## src/rtl/msdap_out_pkg.sv

```systemverilog
// Shared types and constants for the MSDAP serial output capture block.
package msdap_out_pkg;

    localparam int unsigned MSDAP_WORD_W = 40;

    typedef enum logic [1:0] {
        ST_IDLE     = 2'd0,
        ST_SHIFT    = 2'd1,
        ST_COMMIT   = 2'd2,
        ST_WAIT_LOW = 2'd3
    } outcap_state_t;

    typedef struct packed {
        logic [MSDAP_WORD_W-1:0] l;
        logic [MSDAP_WORD_W-1:0] r;
    } result_pair_t;

endpackage

```

## src/rtl/outcap_fifo.sv

```systemverilog
// First-word-fall-through FIFO of left/right result pairs; a pop frees a slot
// for a push in the same cycle, so both complete when full.
module outcap_fifo
    import msdap_out_pkg::*;
#(
    parameter int unsigned DEPTH = 4
) (
    input  logic                     clk,
    input  logic                     rst_n,
    input  logic                     push_i,
    input  logic                     pop_i,
    input  result_pair_t             push_data_i,
    output logic                     full_o,
    output logic                     empty_o,
    output logic [$clog2(DEPTH):0]   level_o,
    output result_pair_t             head_o
);

    localparam int unsigned PTR_W = $clog2(DEPTH);
    localparam int unsigned LVL_W = PTR_W + 1;

    result_pair_t     mem_q [DEPTH];
    logic [PTR_W-1:0] wr_ptr_q;
    logic [PTR_W-1:0] rd_ptr_q;
    logic [LVL_W-1:0] level_q;
    logic             pop_acc_c;
    logic             push_acc_c;

    always_comb begin
        empty_o    = (level_q == '0);
        full_o     = (level_q == LVL_W'(DEPTH));
        pop_acc_c  = pop_i && !empty_o;
        push_acc_c = push_i && (!full_o || pop_acc_c);
        level_o    = level_q;
        head_o     = mem_q[rd_ptr_q];
    end

    // Pointers wrap naturally because DEPTH is a power of two.
    always_ff @(posedge clk or negedge rst_n) begin
        if (!rst_n) begin
            for (int i = 0; i < int'(DEPTH); i++) begin
                mem_q[i] <= '0;
            end
            wr_ptr_q <= '0;
            rd_ptr_q <= '0;
            level_q  <= '0;
        end else begin
            if (push_acc_c) begin
                mem_q[wr_ptr_q] <= push_data_i;
                wr_ptr_q        <= wr_ptr_q + PTR_W'(1);
            end
            if (pop_acc_c) begin
                rd_ptr_q <= rd_ptr_q + PTR_W'(1);
            end
            case ({push_acc_c, pop_acc_c})
                2'b10:   level_q <= level_q + LVL_W'(1);
                2'b01:   level_q <= level_q - LVL_W'(1);
                default: level_q <= level_q;
            endcase
        end
    end

endmodule

```

## src/rtl/msdap_output_capture.sv

```systemverilog
// Deserializes MSDAP OutputL/OutputR words framed by OutReady and buffers pairs.
// Optional statistics counters are enabled with MSDAP_OUTCAP_STATS_EN.
module msdap_output_capture
    import msdap_out_pkg::*;
#(
    parameter int unsigned WORD_W = MSDAP_WORD_W,
    parameter int unsigned DEPTH  = 4
) (
    input  logic                     SCLK,
    input  logic                     Reset_n,
    input  logic                     OutputL,
    input  logic                     OutputR,
    input  logic                     OutReady,
    output logic                     out_valid,
    input  logic                     out_ready,
    output logic [WORD_W-1:0]        out_data_l,
    output logic [WORD_W-1:0]        out_data_r,
    output logic [$clog2(DEPTH):0]   fifo_level,
    output logic                     overflow,
    output logic                     frame_err
`ifdef MSDAP_OUTCAP_STATS_EN
   ,output logic [15:0]              word_count,
    output logic [7:0]               err_count
`endif
);

    localparam int unsigned CNT_W = $clog2(WORD_W + 1);

    outcap_state_t     state_q, state_d;
    logic [CNT_W-1:0]  bit_cnt_q, bit_cnt_d;
    logic [WORD_W-1:0] sh_l_q, sh_l_d;
    logic [WORD_W-1:0] sh_r_q, sh_r_d;
    logic              frame_err_q, frame_err_d;
    logic              overflow_q, overflow_d;

    logic              push_c;
    logic              pop_c;
    logic              fifo_full;
    logic              fifo_empty;
    result_pair_t      push_data;
    result_pair_t      head;

    assign pop_c          = !fifo_empty && out_ready;
    assign push_data.l    = sh_l_q;
    assign push_data.r    = sh_r_q;

    // Next-state and pulse generation.
    always_comb begin
        state_d     = state_q;
        bit_cnt_d   = bit_cnt_q;
        sh_l_d      = sh_l_q;
        sh_r_d      = sh_r_q;
        frame_err_d = 1'b0;
        overflow_d  = 1'b0;
        push_c      = 1'b0;
        case (state_q)
            ST_IDLE: begin
                if (OutReady) begin
                    sh_l_d    = {sh_l_q[WORD_W-2:0], OutputL};
                    sh_r_d    = {sh_r_q[WORD_W-2:0], OutputR};
                    bit_cnt_d = CNT_W'(1);
                    state_d   = ST_SHIFT;
                end
            end
            ST_SHIFT: begin
                if (OutReady) begin
                    sh_l_d    = {sh_l_q[WORD_W-2:0], OutputL};
                    sh_r_d    = {sh_r_q[WORD_W-2:0], OutputR};
                    bit_cnt_d = bit_cnt_q + CNT_W'(1);
                    if (bit_cnt_q == CNT_W'(WORD_W - 1)) begin
                        state_d = ST_COMMIT;
                    end
                end else begin
                    frame_err_d = 1'b1;
                    bit_cnt_d   = '0;
                    state_d     = ST_IDLE;
                end
            end
            ST_COMMIT: begin
                push_c      = 1'b1;
                overflow_d  = fifo_full && !pop_c;
                bit_cnt_d   = '0;
                // OutReady still high here means the burst ran past WORD_W bits.
                frame_err_d = OutReady;
                state_d     = OutReady ? ST_WAIT_LOW : ST_IDLE;
            end
            ST_WAIT_LOW: begin
                if (!OutReady) begin
                    state_d = ST_IDLE;
                end
            end
            default: begin
                state_d = ST_IDLE;
            end
        endcase
    end

    always_ff @(posedge SCLK or negedge Reset_n) begin
        if (!Reset_n) begin
            state_q     <= ST_IDLE;
            bit_cnt_q   <= '0;
            sh_l_q      <= '0;
            sh_r_q      <= '0;
            frame_err_q <= 1'b0;
            overflow_q  <= 1'b0;
        end else begin
            state_q     <= state_d;
            bit_cnt_q   <= bit_cnt_d;
            sh_l_q      <= sh_l_d;
            sh_r_q      <= sh_r_d;
            frame_err_q <= frame_err_d;
            overflow_q  <= overflow_d;
        end
    end

    outcap_fifo #(
        .DEPTH(DEPTH)
    ) u_fifo (
        .clk         (SCLK),
        .rst_n       (Reset_n),
        .push_i      (push_c),
        .pop_i       (out_ready),
        .push_data_i (push_data),
        .full_o      (fifo_full),
        .empty_o     (fifo_empty),
        .level_o     (fifo_level),
        .head_o      (head)
    );

    assign out_valid  = !fifo_empty;
    assign out_data_l = head.l;
    assign out_data_r = head.r;
    assign overflow   = overflow_q;
    assign frame_err  = frame_err_q;

`ifdef MSDAP_OUTCAP_STATS_EN
    logic        accept_c;
    logic [15:0] word_cnt_q, word_cnt_d;
    logic [7:0]  err_cnt_q, err_cnt_d;
    logic [8:0]  err_sum_c;

    // Errors are counted from the registered pulses; both may fire together.
    always_comb begin
        accept_c   = push_c && (!fifo_full || pop_c);
        word_cnt_d = accept_c ? word_cnt_q + 16'(1) : word_cnt_q;
        err_sum_c  = {1'b0, err_cnt_q} + 9'(overflow_q) + 9'(frame_err_q);
        err_cnt_d  = err_sum_c[8] ? 8'hFF : err_sum_c[7:0];
    end

    always_ff @(posedge SCLK or negedge Reset_n) begin
        if (!Reset_n) begin
            word_cnt_q <= '0;
            err_cnt_q  <= '0;
        end else begin
            word_cnt_q <= word_cnt_d;
            err_cnt_q  <= err_cnt_d;
        end
    end

    assign word_count = word_cnt_q;
    assign err_count  = err_cnt_q;
`endif

endmodule

```

## config.mk

```make
export PLATFORM = sky130hd
export DESIGN_NAME = msdap_output_capture
export DESIGN_NICKNAME = d
export VERILOG_FILES = /design/src/rtl/msdap_out_pkg.sv /design/src/rtl/outcap_fifo.sv /design/src/rtl/msdap_output_capture.sv
export SDC_FILE = /design/constraint.sdc
export NUM_CORES = 1
export LEC_CHECK = 0
export ABC_AREA = 1
export CAP_MARGIN = 5
export CORE_ASPECT_RATIO = 2
export CORE_MARGIN = 5
export CORE_UTILIZATION = 55
export DETAILED_ROUTE_END_ITERATION = 8
export GPL_TIMING_DRIVEN = 0
export MAX_ROUTING_LAYER = met4
export PLACE_DENSITY = 0.8
export SYNTH_ARGS = -nofsm -noshare
export SYNTH_HDL_FRONTEND = slang
export SYNTH_HIERARCHICAL = 1
export SYNTH_SLANG_ARGS = --single-unit
```

## constraint.sdc

```tcl
create_clock -name SCLK -period 2.3 [get_ports SCLK]
set_input_delay 0.46 -clock SCLK [delete_from_list [all_inputs] [get_ports SCLK]]
set_output_delay 0.46 -clock SCLK [all_outputs]
set_load 0.01 [all_outputs]
```

==> metrics.txt <==
status finished with violations; failing checks negative setup slack; Netlist cell types 27; nets 2,346; critical path required time 1.84 ns; Syn Nets ~2,200; area leader, netlist dfrtp_1; PwrDens between 1500 and 2000 nW/um^2; fmax 0.406 GHz; clock skew 0.0261 ns; Leak Pwr roughly 12 nW; FFs w/ async S/R, synth 100%; final wirelength 63,500 um; synthesized area per cell roughly 9.0 um^2; number of synthesized flops with an enable pin 0; top cells by area, synth dfrtp_1, nand2_1, nand4_1, o21ai_0, mux2_4; Synth top area share ~53%; Sink Count roughly 420; layout overhead on the synthesized area 19.9%; TritonRoute pass-1 iters 6; Power Total 35.3 mW; CTS Root Cell clkbuf_16; die area 39,700 um^2; most frequent cell after synthesis nand2_1; clk buf depth 3; Max Cap Viol 0; Post-Syn Area 19,600 um^2; HP Class primary input to asynchronous set/reset pin; crit path launch type flip-flop; pre-CTS worst setup slack -0.529 ns; placed cell area 21,200 um^2; CTS tree yes; worst slew pin tran 0.803 ns; CP max-delay cell dfrtp_2; diode count 0; DR DRC count 0; register area share after synthesis a little over half; H-tree depth 2; Critical Path Fanout Max 6; Final Hold Violating Endpoints 0; Peak VDD IR a little under 1 mV; num rows 97; Finished Cell Area 23,500 um^2; flops & latches, synth between 400 and 500; vias in the first global route 17,900; initial core utilization between 50% and 60%; clock latency on the worst-skew pair 0.55 ns; first-pass GRT wire length approximately 96,000 um; Synthesis Warnings 6; min cycle time layout ~2.5 ns; Finished Core Util about two thirds; max incr delay on CP between 0.4 and 0.5 ns; via-per-instance ratio roughly 6.5; largest net degree at the start of global routing 121; ANT nets after route 0; Slew headroom a little under half; initial antenna violation count 0; WS Path Type flip-flop to primary output; Synth Instances approximately 2,200; setup tns final -8.53 ns; CP Data Arrival Time ~2 ns; dpl hpwl between 40,000 and 50,000 um; GPL Wtd Cong 0.917; share of layout cells above drive strength 1 between 20% and 30%; Slew Limit Fails 0; DR iter-0 viols between 1,500 and 2,000; Overflow after GRT 0; CP Capture Type primary output; Post-synth top cells nand2_1, dfrtp_1, nand4_1; vias between 15,000 and 20,000; Die Ht 277 um; Die W roughly 140 um; period utilization 107%; cts bufs inserted 38; CP Cell Sequence buf_12, clkinv_8, buf_8, clkbuf_16, nor2_1, o22ai_2, buf_2; Reg clk slew, reported paths approximately 0.07 ns; Final WS setup -0.166 ns; Port Buf Inserts 91; final setup fails 86; Top FF cell, synth dfrtp_1; RSZ-0062 raised after global routing true; core area approximately 35,000 um^2; io pins 92; DR WL/cell 22.7 um; total track usage around a third
[what timing repair did]
| item | 4_1_cts | 5_1_grt |
|---|---|---|
| pin swaps | 19 | 52 |
| buffers inserted | 0 | 3 |
| endpoints found under the hold margin | 87 | 0 |
| hold buffers | 1 | 0 |
| cloned | 0 | 10 |
| resized for setup | 438 | 288 |
| setup endpoints to repair | 235 | 326 |
[registers in the layout, indices dropped and copies added, names as in the netlist, 2 cells and up]
name / cells
sh_r_q: 40
u_fifo/mem_q: 320
u_fifo/wr_ptr_q: 2
u_fifo/level_o: 3
sh_l_q: 40
u_fifo/rd_ptr_q: 2
bit_cnt_q: 6
state_q: 2
[worst max-delay path, delay by kind of cell (launching register included)]
family | cells | cell delay, ns
flops | 1 | 0.45
buf+inv | 5 | 0.74
compound gates | 1 | 0.20
simple gates | 1 | 0.05
[cells by family after synthesis]
| group | share of synthesized area [%] |
|---|---|
| simple gates | 27.0 |
| flops | 53.2 |
| compound gates | 7.14 |
| buf+inv | 6.20 |
| mux | 5.36 |
| fa+ha+maj | 0.868 |
| xor+xnor | 0.179 |
[report_power, final]
group          leakage [nW]  total, mW  switching, mW  internal [mW]
Combinational          5.75       16.7           10.2           6.54
Clock                 0.663       6.88           2.82           4.06
Sequential             5.59       11.7           2.14           9.53
[layout make-up]
class / instances / area [um^2]
inverter: 27 / 118
tap: 445 / 557
buffer: 199 / 1480
clock inverter: 13 / 219
clock buffer: 52 / 1110
fill: 2648 / 11700
timing repair inverter: 1 / 8.76
multi-input combinational: 1536 / 8650
timing repair buffer: 107 / 915
sequential: 417 / 10400
[routing by layer]
layer	vias up	global-route usage (%)	wire length (um)
met1	8750	34.5	21100
met2	1135	52.9	32700
met4	0	19.7	5020
met5	-	-	0
met3	392	4.53	4670
li1	7793	-	-
[stage by stage]
stage               hold WS [ns]  cells
floorplan                  0.164   2181
detailed placement         0.453   2720
global route               0.479   2797
global placement           0.448   2717
finish                     0.437   2797
CTS                        0.468   2786
[path summary, 6_finish.rpt]
kind                                    startpoint           endpoint  slack, ns  depth (start not counted)
min in group SCLK                 u_fifo/mem_q[93]   u_fifo/mem_q[93]       0.47                          2
max in group asynchronous                  Reset_n   u_fifo/mem_q[52]       0.36                          4
worst min register to register    u_fifo/mem_q[93]   u_fifo/mem_q[93]       0.47                          2
worst min-delay path                       Reset_n          sh_r_q[0]       0.44                          2
worst max register to register  u_fifo/wr_ptr_q[1]  u_fifo/mem_q[194]      -0.03                          7
worst max-delay path            u_fifo/rd_ptr_q[0]     out_data_l[37]      -0.17                          7
[placed cells by master (no fill, tap or decap), drive strengths merged]
master / synthesis / routed
a21boi: 1 / 1
a21oi: 6 / 6
buf: 146 / 255
bufinv: 0 / 6
clkbuf: 55 / 92
clkdlybuf4s50: 0 / 9
clkinv: 0 / 7
clkinvlp: 0 / 1
dfrtp: 417 / 417
dlygate4sd3: 0 / 1
dlymetal6s2s: 0 / 1
fa: 1 / 1
ha: 12 / 12
inv: 27 / 27
mux2: 76 / 76
nand2: 678 / 678
nand3: 10 / 10
nand3b: 1 / 1
nand4: 321 / 321
nor2: 175 / 175
nor3: 1 / 1
o21ai: 170 / 170
o22ai: 80 / 80
xnor2: 2 / 2
xor2: 2 / 2
(Power assumes the default switching activity.)
